## src/rtl/spi_rom_arbiter_if.sv

```systemverilog
// Request/return bus between the two read clients and spi_rom_arbiter.
// The arbiter uses the slave view; the clients (or a bench) use the master view.
interface spi_rom_arbiter_if;
  logic        req0_valid;
  logic [23:0] req0_addr;
  logic [7:0]  req0_len;
  logic        req0_ready;
  logic        req1_valid;
  logic [23:0] req1_addr;
  logic [7:0]  req1_len;
  logic        req1_ready;
  logic [7:0]  rd_data;
  logic        rd_valid;
  logic        rd_src;
  logic        done;

  modport master (
    output req0_valid, req0_addr, req0_len, req1_valid, req1_addr, req1_len,
    input  req0_ready, req1_ready, rd_data, rd_valid, rd_src, done
  );

  modport slave (
    input  req0_valid, req0_addr, req0_len, req1_valid, req1_addr, req1_len,
    output req0_ready, req1_ready, rd_data, rd_valid, rd_src, done
  );
endinterface

```

## src/rtl/spi_rom_arbiter.sv

```systemverilog
// Two-port arbiter sharing one single-bit SPI flash; runs a READ (cmd, 24-bit
// address, N bytes) per grant and returns bytes tagged with the owning port.
module spi_rom_arbiter #(
  parameter logic [7:0] CMD_READ   = 8'h03,
  parameter int         CS_GAP     = 2,
  parameter int         STARVE_MAX = 2
) (
  input  logic             clk,
  input  logic             reset,
  spi_rom_arbiter_if.slave bus,
  output logic             spi_cs,
  output logic             spi_sclk,
  input  logic [3:0]       spi_in,
  output logic [3:0]       spi_out,
  output logic [3:0]       spi_dir
);

  typedef enum logic [2:0] {IDLE, CMD, ADDR, DATA, GAP} state_t;

  localparam logic [7:0] STARVE_LIM = 8'(STARVE_MAX);
  localparam logic [7:0] GAP_LAST   = 8'(CS_GAP - 1);

  state_t      state_q, state_d;
  logic [7:0]  cnt_q, cnt_d;
  logic [23:0] addr_q, addr_d;
  logic [8:0]  bytes_q, bytes_d;
  logic        owner_q, owner_d;
  logic [7:0]  starve_q, starve_d;
  logic [6:0]  shift_q, shift_d;
  logic [7:0]  rd_data_q, rd_data_d;
  logic        rd_valid_q, rd_valid_d;
  logic        rd_src_q, rd_src_d;
  logic        done_q, done_d;
  logic        cs_q, cs_d;
  logic        miso_q;
  logic        grant0, grant1, mosi;
  logic [7:0]  sel_len;
  logic        unused_pins;

  // Port 1 wins a tie only once port 0 has used up its starvation allowance.
  assign grant1 = bus.req1_valid && (!bus.req0_valid || (starve_q == STARVE_LIM));
  assign grant0 = bus.req0_valid && !grant1;

  assign bus.req0_ready = (state_q == IDLE) && grant0 && !reset;
  assign bus.req1_ready = (state_q == IDLE) && grant1 && !reset;

  always_comb begin
    state_d    = state_q;
    cnt_d      = cnt_q + 8'd1;
    addr_d     = addr_q;
    bytes_d    = bytes_q;
    owner_d    = owner_q;
    starve_d   = starve_q;
    shift_d    = shift_q;
    rd_data_d  = rd_data_q;
    rd_valid_d = 1'b0;
    rd_src_d   = rd_src_q;
    done_d     = 1'b0;
    sel_len    = grant1 ? bus.req1_len : bus.req0_len;
    case (state_q)
      IDLE: begin
        cnt_d = 8'd0;
        if (grant0 || grant1) begin
          state_d  = CMD;
          owner_d  = grant1;
          addr_d   = grant1 ? bus.req1_addr : bus.req0_addr;
          bytes_d  = (sel_len == 8'd0) ? 9'd256 : {1'b0, sel_len};
          starve_d = (grant0 && bus.req1_valid) ? starve_q + 8'd1 : 8'd0;
        end
      end
      CMD: begin
        if (cnt_q == 8'd7) state_d = ADDR;
      end
      ADDR: begin
        if (cnt_q == 8'd31) begin
          state_d = DATA;
          cnt_d   = 8'd0;
        end
      end
      DATA: begin
        // cnt_q[2:0] is the bit index inside the current byte.
        shift_d = {shift_q[5:0], miso_q};
        if (cnt_q[2:0] == 3'd7) begin
          rd_data_d  = {shift_q, miso_q};
          rd_valid_d = 1'b1;
          rd_src_d   = owner_q;
          bytes_d    = bytes_q - 9'd1;
          if (bytes_q == 9'd1) begin
            done_d  = 1'b1;
            state_d = GAP;
            cnt_d   = 8'd0;
          end
        end
      end
      GAP: begin
        if (cnt_q == GAP_LAST) state_d = IDLE;
      end
      default: state_d = IDLE;
    endcase
    cs_d = (state_d == CMD) || (state_d == ADDR) || (state_d == DATA);
  end

  always_ff @(posedge clk or posedge reset) begin
    if (reset) begin
      state_q    <= IDLE;
      cnt_q      <= 8'd0;
      addr_q     <= 24'd0;
      bytes_q    <= 9'd0;
      owner_q    <= 1'b0;
      starve_q   <= 8'd0;
      shift_q    <= 7'd0;
      rd_data_q  <= 8'd0;
      rd_valid_q <= 1'b0;
      rd_src_q   <= 1'b0;
      done_q     <= 1'b0;
      cs_q       <= 1'b0;
    end else begin
      state_q    <= state_d;
      cnt_q      <= cnt_d;
      addr_q     <= addr_d;
      bytes_q    <= bytes_d;
      owner_q    <= owner_d;
      starve_q   <= starve_d;
      shift_q    <= shift_d;
      rd_data_q  <= rd_data_d;
      rd_valid_q <= rd_valid_d;
      rd_src_q   <= rd_src_d;
      done_q     <= done_d;
      cs_q       <= cs_d;
    end
  end

  // Falling clk is the rising SCLK edge, where the flash output is stable.
  always_ff @(negedge clk or posedge reset) begin
    if (reset) miso_q <= 1'b0;
    else       miso_q <= spi_in[1];
  end

  always_comb begin
    mosi = 1'b0;
    case (state_q)
      CMD:     mosi = CMD_READ[~cnt_q[2:0]];
      ADDR:    mosi = addr_q[~cnt_q[4:0]];
      default: mosi = 1'b0;
    endcase
  end

  assign unused_pins  = ^{spi_in[3:2], spi_in[0]};
  assign spi_cs       = cs_q;
  assign spi_sclk     = ~clk;
  assign spi_out      = {3'b000, mosi};
  assign spi_dir      = 4'b1110;
  assign bus.rd_data  = rd_data_q;
  assign bus.rd_valid = rd_valid_q;
  assign bus.rd_src   = rd_src_q;
  assign bus.done     = done_q;

endmodule

```

## src/flat_wrapper.sv

```systemverilog
// flat-port wrapper written by rule: the top's interface ports become plain ports
module spi_rom_arbiter_flat 
#(
  parameter logic [7:0] CMD_READ   = 8'h03,
  parameter int         CS_GAP     = 2,
  parameter int         STARVE_MAX = 2
)
  (clk, reset, spi_cs, spi_sclk, spi_in, spi_out, spi_dir, bus_req0_valid, bus_req0_addr, bus_req0_len, bus_req1_valid, bus_req1_addr, bus_req1_len, bus_req0_ready, bus_req1_ready, bus_rd_data, bus_rd_valid, bus_rd_src, bus_done);
  spi_rom_arbiter_if bus_i ();
  input  logic clk;
  input  logic reset;
  output logic spi_cs;
  output logic spi_sclk;
  input  logic [3:0] spi_in;
  output logic [3:0] spi_out;
  output logic [3:0] spi_dir;
  input wire logic [$bits(bus_i.req0_valid)-1:0] bus_req0_valid;
  input wire logic [$bits(bus_i.req0_addr)-1:0] bus_req0_addr;
  input wire logic [$bits(bus_i.req0_len)-1:0] bus_req0_len;
  input wire logic [$bits(bus_i.req1_valid)-1:0] bus_req1_valid;
  input wire logic [$bits(bus_i.req1_addr)-1:0] bus_req1_addr;
  input wire logic [$bits(bus_i.req1_len)-1:0] bus_req1_len;
  output wire logic [$bits(bus_i.req0_ready)-1:0] bus_req0_ready;
  output wire logic [$bits(bus_i.req1_ready)-1:0] bus_req1_ready;
  output wire logic [$bits(bus_i.rd_data)-1:0] bus_rd_data;
  output wire logic [$bits(bus_i.rd_valid)-1:0] bus_rd_valid;
  output wire logic [$bits(bus_i.rd_src)-1:0] bus_rd_src;
  output wire logic [$bits(bus_i.done)-1:0] bus_done;
  assign bus_i.req0_valid = bus_req0_valid;
  assign bus_i.req0_addr = bus_req0_addr;
  assign bus_i.req0_len = bus_req0_len;
  assign bus_i.req1_valid = bus_req1_valid;
  assign bus_i.req1_addr = bus_req1_addr;
  assign bus_i.req1_len = bus_req1_len;
  assign bus_req0_ready = bus_i.req0_ready;
  assign bus_req1_ready = bus_i.req1_ready;
  assign bus_rd_data = bus_i.rd_data;
  assign bus_rd_valid = bus_i.rd_valid;
  assign bus_rd_src = bus_i.rd_src;
  assign bus_done = bus_i.done;
  spi_rom_arbiter #(.CMD_READ(CMD_READ), .CS_GAP(CS_GAP), .STARVE_MAX(STARVE_MAX)) u_core (.clk(clk), .reset(reset), .bus(bus_i), .spi_cs(spi_cs), .spi_sclk(spi_sclk), .spi_in(spi_in), .spi_out(spi_out), .spi_dir(spi_dir));
endmodule
```

## config.mk

```make
export PLATFORM = sky130hd
export DESIGN_NAME = spi_rom_arbiter_flat
export DESIGN_NICKNAME = d
export VERILOG_FILES = /design/src/rtl/spi_rom_arbiter_if.sv /design/src/rtl/spi_rom_arbiter.sv /design/src/flat_wrapper.sv
export SDC_FILE = /design/constraint.sdc
export NUM_CORES = 1
export LEC_CHECK = 0
export CORE_ASPECT_RATIO = 0.75
export CORE_MARGIN = 2
export CORE_UTILIZATION = 40
export CTS_BUF_LIST = sky130_fd_sc_hd__clkbuf_4 sky130_fd_sc_hd__clkbuf_8
export DETAILED_ROUTE_END_ITERATION = 16
export PLACE_DENSITY = 0.69
export SLEW_MARGIN = 10
export SYNTH_ARGS = -nofsm -noshare
export SYNTH_HDL_FRONTEND = slang
export SYNTH_SLANG_ARGS = --single-unit
```

## constraint.sdc

```tcl
create_clock -name clk -period 2.3 [get_ports clk]
set_input_delay 0.46 -clock clk [delete_from_list [all_inputs] [get_ports clk]]
set_output_delay 0.46 -clock clk [all_outputs]
set_load 0.01 [all_outputs]
```

==> flow_metrics.py, run 1 <==
metrics = {
    "critical_path": {
        "path_cells": "buf_6, mux4_2, mux2i_1, nor3b_1, a211o_1, buf_2",
        "reg2reg_depth": 9,
        "max_stage_delay_ns": 0.49,
        "end_kind": "primary output",
        "worstPathRequired_ns": 1.84,
        "r2r_end": "u_core.bytes_q[1]",
        "worstPathMaxFanout": 6,
        "cp.arrival_ns": 2.00,
        "critical-path-top-delay-family": "multiplexers",
        "cp_num_buf_inv": 2,
        "cp-start-kind": "flop",
        "r2r_start": "u_core.cnt_q[0]",
        "reg2reg_slack_ns": 0.13,
        "crit_type": "flop to primary output",
        "crit_path_top_delay_cell": "mux4_2",
    },
    "synth": {
        "synth_mux_area_frac": 0.117,
        "postSynthAreaPerCell_um2": 9.26,
        "synth_fa_ha_area_frac": 0.0224,
        "synth_edf_count": 0,
        "synth-xor-area-share": 0.0112,
        "synth_compound_area_frac": 0.125,
        "synthSimpleGateAreaFrac": 0.202,
        "synth_flop_cell": "dfrtp_1",
        "async_flop_share": 1.00,
        "synth.cell_area_mm2": 0.00391,
        "seq_area_frac_synth": 0.468,
        "yosys_warnings": 0,
        "syn_inst": 422,
        "synth-seq-cells": 73,
        "synth_cell_types": 51,
        "synth_top_family_by_area": "simple AND/OR/NAND/NOR gates",
    },
    "timing": {
        "finalCritPeriodShare": 1.07,
        "hold-worst-slack_ns": 0.468,
        "tightest_slew_ns": 0.595,
        "finalWorstSetupSlack_ns": -0.165,
        "hold_viol_final": 0,
        "rsz0062_at_grt": "true",
        "final_max_slew_viol_count": 0,
        "post-route-min-period_ns": 2.46,
        "slew_headroom": 0.602,
        "final-setup-viol-count": 1,
        "fin_skew_ns": 0.0108,
        "fmax_ghz": 0.406,
    },
    "route": {
        "ant_nets": 0,
        "firstDrtPassIters": 4,
        "wl_per_cell_um": 13.1,
        "drt_iter0_drc": 201,
        "drc_errors": 0,
        "wl_mm": 8.58,
        "num_vias": 3231,
        "via_per_inst": 4.95,
    },
    "worst_hold_path": {
        "hold_end": "u_core.bus.rd_data[7]",
        "hp-class": "flop to flop",
        "hold-path-cell-count": 2,
        "min_from": "u_core.shift_q[6]",
    },
    "grt": {
        "grt_pass1_vias": 3204,
        "grt_pass1_wl_mm": 14.9,
        "overflow": 0,
        "grtUsageTotal": 0.176,
        "grt_antenna_before_repair": 0,
        "grt_max_degree": 73,
    },
    "clocking": {
        "cts_tree": "built",
        "clk_latency_ns": 0.34,
        "htreeDepth": 3,
        "cts_buffer_depth": 2,
        "cts_hold_buf": 0,
        "numCtsBuffers": 9,
        "path_clk_slew_ns": 0.07,
        "cts_root_buf": "clkbuf_8",
    },
    "outcome": {
        "status": "complete, but fails checks",
        "violations": "negative setup slack",
    },
    "finish": {
        "num-fill-cells": 894,
        "nets": 596,
        "diodes": 0,
        "final_core_util": 0.550,
        "area_delta_synth_final_pct": 35.0,
        "stdcell_count": 653,
        "drive_above_1_share": 0.134,
    },
    "pwr": {
        "total_leakage_power_uw": 0.00241,
        "p_per_area_mw_per_mm2": 538,
        "max-vdd-ir-drop_uv": 290,
    },
    "floorplan": {
        "start_util": 0.408,
        "die-height_um": 89.6,
        "core-area_mm2": 0.00958,
        "num_io_pins": 95,
        "die-area_mm2": 0.0106,
        "row_count": 31,
        "die_x_um": 118,
    },
    "placement": {
        "globalplace.congestion": 0.818,
        "port_buffers": 84,
        "place_hpwl_mm": 6.52,
        "placed_cells": 636,
    },
    "flow_run": {
        "drv_cap": 0,
    },
}
==> repair_timing <==
action                     in CTS  in global routing
pin swaps                       1                  5
buffers inserted                0                  2
resized for setup               9                 10
setup endpoints to repair       7                 12
==> cells in the final DEF (no fill, tap or decap), types with 3 or more instances in the layout <==
cell	count
conb_1	7
o31ai_1	4
o21ai_0	42
dfrtp_1	72
a31oi_1	3
a21oi_1	4
nand2_1	94
nor4_1	6
and3_1	4
mux2_2	3
ha_1	6
mux4_2	5
nor2_1	31
nor3_1	3
inv_1	7
buf_4	26
nor2b_1	8
dlygate4sd2_1	3
clkbuf_8	9
mux2i_1	31
xor2_1	3
clkdlybuf4s50_1	80
nor3b_1	3
nand3_1	11
==> flip-flops by register name, summed over array words and instances, names as in the netlist <==
| signal | flops |
|---|---|
| u_core.addr_q | 24 |
| u_core.bytes_q | 9 |
| u_core.bus.rd_data | 8 |
| u_core.cnt_q | 8 |
| u_core.starve_q | 8 |
| u_core.shift_q | 7 |
| u_core.state_q | 3 |
| u_core.bus.done | 1 |
| u_core.bus.rd_src | 1 |
| u_core.bus.rd_valid | 1 |
| u_core.miso_q | 1 |
| u_core.owner_q | 1 |
| u_core.spi_cs | 1 |
==> worst register-to-register path, delay by kind of cell, from the launching register on <==
family / cells / cell delay, ns
buffers and inverters: 2 / 0.29
adders and majority gates: 2 / 0.43
DFF: 1 / 0.39
AOI/OAI and AO/OA: 3 / 0.54
and+or+nand+nor: 2 / 0.44
==> layer usage <==
| metal | up-vias | track usage | share of wire | wire, um |
|---|---|---|---|---|
| met5 | - | 0 | 0 | 0 |
| met4 | 0 | 0.0329 | 0.0028 | 24 |
| met3 | 2 | 0.0524 | 0.060 | 517 |
| met2 | 83 | 0.308 | 0.47 | 4050 |
| met1 | 1503 | 0.221 | 0.46 | 3990 |
| li1 | 1643 | - | - | - |
==> power breakdown <==
part | total, uW | switching (uW) | internal [uW]
combinational | 345 | 138 | 207
sequential | 1380 | 36.7 | 1340
clock | 1120 | 488 | 627
==> kinds of logic after synthesis <==
| family | Yosys count |
|---|---|
| AOI/OAI and AO/OA | 77 |
| xor gates and xnor gates | 5 |
| other | 2 |
| DFF | 73 |
| and+or+nand+nor | 176 |
| adders and majority gates | 7 |
| buffers and inverters | 43 |
| muxes | 39 |
==> stage by stage <==
step / TNS, ns / instance area (um^2) / setup slack [ns] / total power [uW]
after global routing: -0.266 / 5270 / -0.266 / 2990
after global placement: -0.344 / 5010 / -0.154 / 1790
after CTS: -0.222 / 5230 / -0.222 / 2870
after floorplan: -0.0329 / 3930 / -0.0329 / 1570
final: -0.165 / 5270 / -0.165 / 2840
after detailed placement: -0.410 / 5010 / -0.151 / 1800
==> synth_stat cells (2+ instances only) <==
cell type | instances | area (um^2)
nand2_1 | 94 | 353
dfrtp_1 | 72 | 1800
o21ai_0 | 43 | 215
mux2i_1 | 31 | 310
nor2_1 | 31 | 116
clkbuf_1 | 18 | 67.6
nand3_1 | 12 | 60.1
nor2b_1 | 9 | 56.3
buf_2 | 8 | 40.0
buf_4 | 8 | 60.1
inv_1 | 8 | 30.0
ha_1 | 7 | 87.6
nor4_1 | 7 | 43.8
and3_1 | 5 | 31.3
mux4_2 | 5 | 113
a21oi_1 | 4 | 20.0
nor3_1 | 4 | 20.0
o31ai_1 | 4 | 30.0
a31oi_1 | 3 | 18.8
a41oi_1 | 3 | 26.3
mux2_2 | 3 | 33.8
nor3b_1 | 3 | 22.5
xor2_1 | 3 | 26.3
a221o_1 | 2 | 20.0
a221oi_1 | 2 | 17.5
a311oi_1 | 2 | 17.5
a31o_2 | 2 | 17.5
conb_1 | 2 | 7.51
nand4_1 | 2 | 12.5
o221ai_1 | 2 | 17.5
o31a_1 | 2 | 17.5
xnor2_1 | 2 | 17.5
==> area by class of cell <==
type	count	area (um^2)	share of cell area
clock buffer	10	133	0.0251
clock inverter	7	93.8	0.0178
inverter	7	30.0	0.00569
multi-input combinational	311	1940	0.369
sequential	73	1830	0.346
tap	132	165	0.0313
timing repair buffer	113	1080	0.205
==> worst max path at each step <==
stage / startpoint / to / slack [ns] / cells past startpoint
floorplan: reset / u_core.miso_q / -0.03 / 1
finish: u_core.cnt_q[0] / spi_out[0] / -0.16 / 6
global route: u_core.cnt_q[0] / spi_out[0] / -0.27 / 6
detailed placement: u_core.cnt_q[0] / spi_out[0] / -0.15 / 6
global placement: u_core.cnt_q[0] / spi_out[0] / -0.15 / 6
CTS: u_core.cnt_q[0] / spi_out[0] / -0.22 / 6
Note: power is estimated with default switching activity, not from simulation.
==> run 2, diff against run 1 <==
MAX_ROUTING_LAYER = met4   (was unset)
==> run 2 against run 1 <==
Effect of this change: clock skew about the same; global-route usage increased by 0.56 points; sequential power about the same; die area unchanged; flip-flop and latch count unchanged; fmax about the same; final cell count unchanged; the flow still finishes with violations (negative setup slack); cell area unchanged; setup slack about the same; first-iteration DRC count increased by 9.0%; combinational power about the same.
==> flow_metrics.py, run 2 (same netlist as run 1, synthesis figures left out) <==
metrics = {
    "outcome": {
        "status": "complete, but fails checks",
        "violations": "negative setup slack",
    },
    "critical_path": {
        "reg2reg_slack_ns": 0.13,
        "reg2reg_depth": 9,
        "cp_num_buf_inv": 2,
        "worstPathRequired_ns": 1.84,
        "crit_path_top_delay_cell": "mux4_2",
        "max_stage_delay_ns": 0.49,
        "end_kind": "primary output",
        "crit_type": "flop to primary output",
        "path_cells": "buf_6, mux4_2, mux2i_1, nor3b_1, a211o_1, buf_2",
        "r2r_end": "u_core.bytes_q[1]",
        "crit_end": "spi_out[0]",
        "cp.arrival_ns": 2.00,
        "cp-start-kind": "flop",
        "critical-path-top-delay-family": "multiplexers",
        "worstPathMaxFanout": 6,
        "crit_start": "u_core.cnt_q[0]",
        "worstSetupPathDepth": 6,
        "r2r_start": "u_core.cnt_q[0]",
    },
    "clocking": {
        "cts_hold_buf": 0,
        "numCtsBuffers": 9,
        "htreeDepth": 3,
        "cts_tree": "built",
        "cts_buffer_depth": 2,
        "clk_latency_ns": 0.34,
        "cts_root_buf": "clkbuf_8",
        "path_clk_slew_ns": 0.07,
    },
    "finish": {
        "largest_reg_flops": 24,
        "final_core_util": 0.550,
        "layout_commonest_cell": "nand2_1",
        "final_cell_mix": "nand2_1, clkdlybuf4s50_1, dfrtp_1, o21ai_0",
        "fin_area_mm2": 0.00527,
        "drive_above_1_share": 0.134,
        "num-fill-cells": 894,
        "nets": 596,
        "diodes": 0,
        "largestRegisters": "u_core.addr_q x24, u_core.bytes_q x9",
        "regMostFlops": "u_core.addr_q",
        "area_delta_synth_final_pct": 35.0,
    },
    "pwr": {
        "p_int_uw": 2180,
        "p_per_area_mw_per_mm2": 538,
        "total_leakage_power_uw": 0.00241,
        "max-vdd-ir-drop_uv": 290,
        "power_frac_seq": 0.485,
        "net-switching-power_uw": 664,
        "power_frac_comb": 0.122,
        "power_frac_clock": 0.393,
        "total_power_uw": 2840,
        "p_sw_frac": 0.234,
    },
    "timing": {
        "hold_viol_final": 0,
        "finalWorstSetupSlack_ns": -0.165,
        "rsz0062_at_grt": "true",
        "fin_skew_ns": 0.0109,
        "tightest_slew_ns": 0.595,
        "post-route-min-period_ns": 2.46,
        "fin_setup_tns_ns": -0.165,
        "final_max_slew_viol_count": 0,
        "fmax_ghz": 0.406,
        "finalCritPeriodShare": 1.07,
        "slew_headroom": 0.602,
        "final-setup-viol-count": 1,
    },
    "floorplan": {
        "row_count": 31,
        "start_util": 0.408,
        "die-area_mm2": 0.0106,
        "num_io_pins": 95,
        "core-area_mm2": 0.00958,
        "die-height_um": 89.6,
        "die_x_um": 118,
    },
    "grt": {
        "grt_pass1_wl_mm": 14.9,
        "overflow": 0,
        "grt_pass1_vias": 3201,
        "grtUsageTotal": 0.181,
        "grt_antenna_before_repair": 0,
        "grt_max_degree": 73,
    },
    "worst_hold_path": {
        "hp-class": "flop to flop",
    },
    "placement": {
        "place_hpwl_mm": 6.52,
        "dpl-instance-area_mm2": 0.00501,
        "globalplace.congestion": 0.830,
        "port_buffers": 84,
        "dpl_worst_slack_ns": -0.151,
    },
    "route": {
        "num_vias": 3237,
        "firstDrtPassIters": 4,
        "wl_mm": 8.59,
        "via_per_inst": 4.96,
        "drc_errors": 0,
        "drt_iter0_drc": 219,
        "ant_nets": 0,
        "wl_per_cell_um": 13.2,
    },
    "flow_run": {
        "drv_cap": 0,
    },
}
## run 2: worst min path at each step
| stage | start | endpoint | slack [ns] | depth (start not counted) |
|---|---|---|---|---|
| finish | u_core.shift_q[6] | u_core.bus.rd_data[7] | 0.47 | 2 |
| global route | u_core.bus.rd_src | u_core.bus.rd_src | 0.51 | 2 |
| CTS | u_core.shift_q[6] | u_core.bus.rd_data[7] | 0.47 | 2 |
| detailed placement | u_core.shift_q[6] | u_core.bus.rd_data[7] | 0.45 | 2 |
| global placement | u_core.shift_q[6] | u_core.bus.rd_data[7] | 0.46 | 2 |
| floorplan | u_core.shift_q[6] | u_core.bus.rd_data[7] | 0.44 | 2 |
## run 2: final cells by class
type / count / area, um^2 / share of cell area
Multi-Input combinational cell: 311 / 1940 / 0.369
Inverter: 7 / 30.0 / 0.00569
Tap cell: 132 / 165 / 0.0313
Clock buffer: 10 / 133 / 0.0251
Timing Repair Buffer: 113 / 1080 / 0.205
Sequential cell: 73 / 1830 / 0.346
Clock inverter: 7 / 93.8 / 0.0178
## run 2: power by group through the flow
stage	logic, uW	clock network [uW]	registers, uW
finish	345	1120	1380
global placement	335	50.3	1400
detailed placement	344	50.3	1400
floorplan	159	17.1	1400
global route	387	1220	1390
CTS	345	1150	1380
## run 2: routing by layer
layer | track usage | vias to the layer above | wire, um
met3 | 0.0499 | 2 | 501
met2 | 0.308 | 84 | 4060
met5 | - | - | 0
met4 | 0.0329 | 0 | 26
met1 | 0.222 | 1508 | 4010
li1 | - | 1643 | -
## run 2: stage by stage
step / hold slack (ns) / std cells
5_1_grt: 0.506 / 653
6_report: 0.468 / 653
3_3_place_gp: 0.456 / 636
4_1_cts: 0.470 / 651
3_5_place_dp: 0.451 / 636
2_1_floorplan: 0.439 / 427
## run 2: tightest hold or removal path, stage by stage (launching register included)
cell,delay [ns]
dfrtp_1,0.34
nand2_1,0.05
nand2_1,0.05
## run 2: repair_timing
item	CTS	global route
buffers inserted	0	2
gates resized for setup	9	10
setup endpoints to repair	7	12
pin swaps	1	5
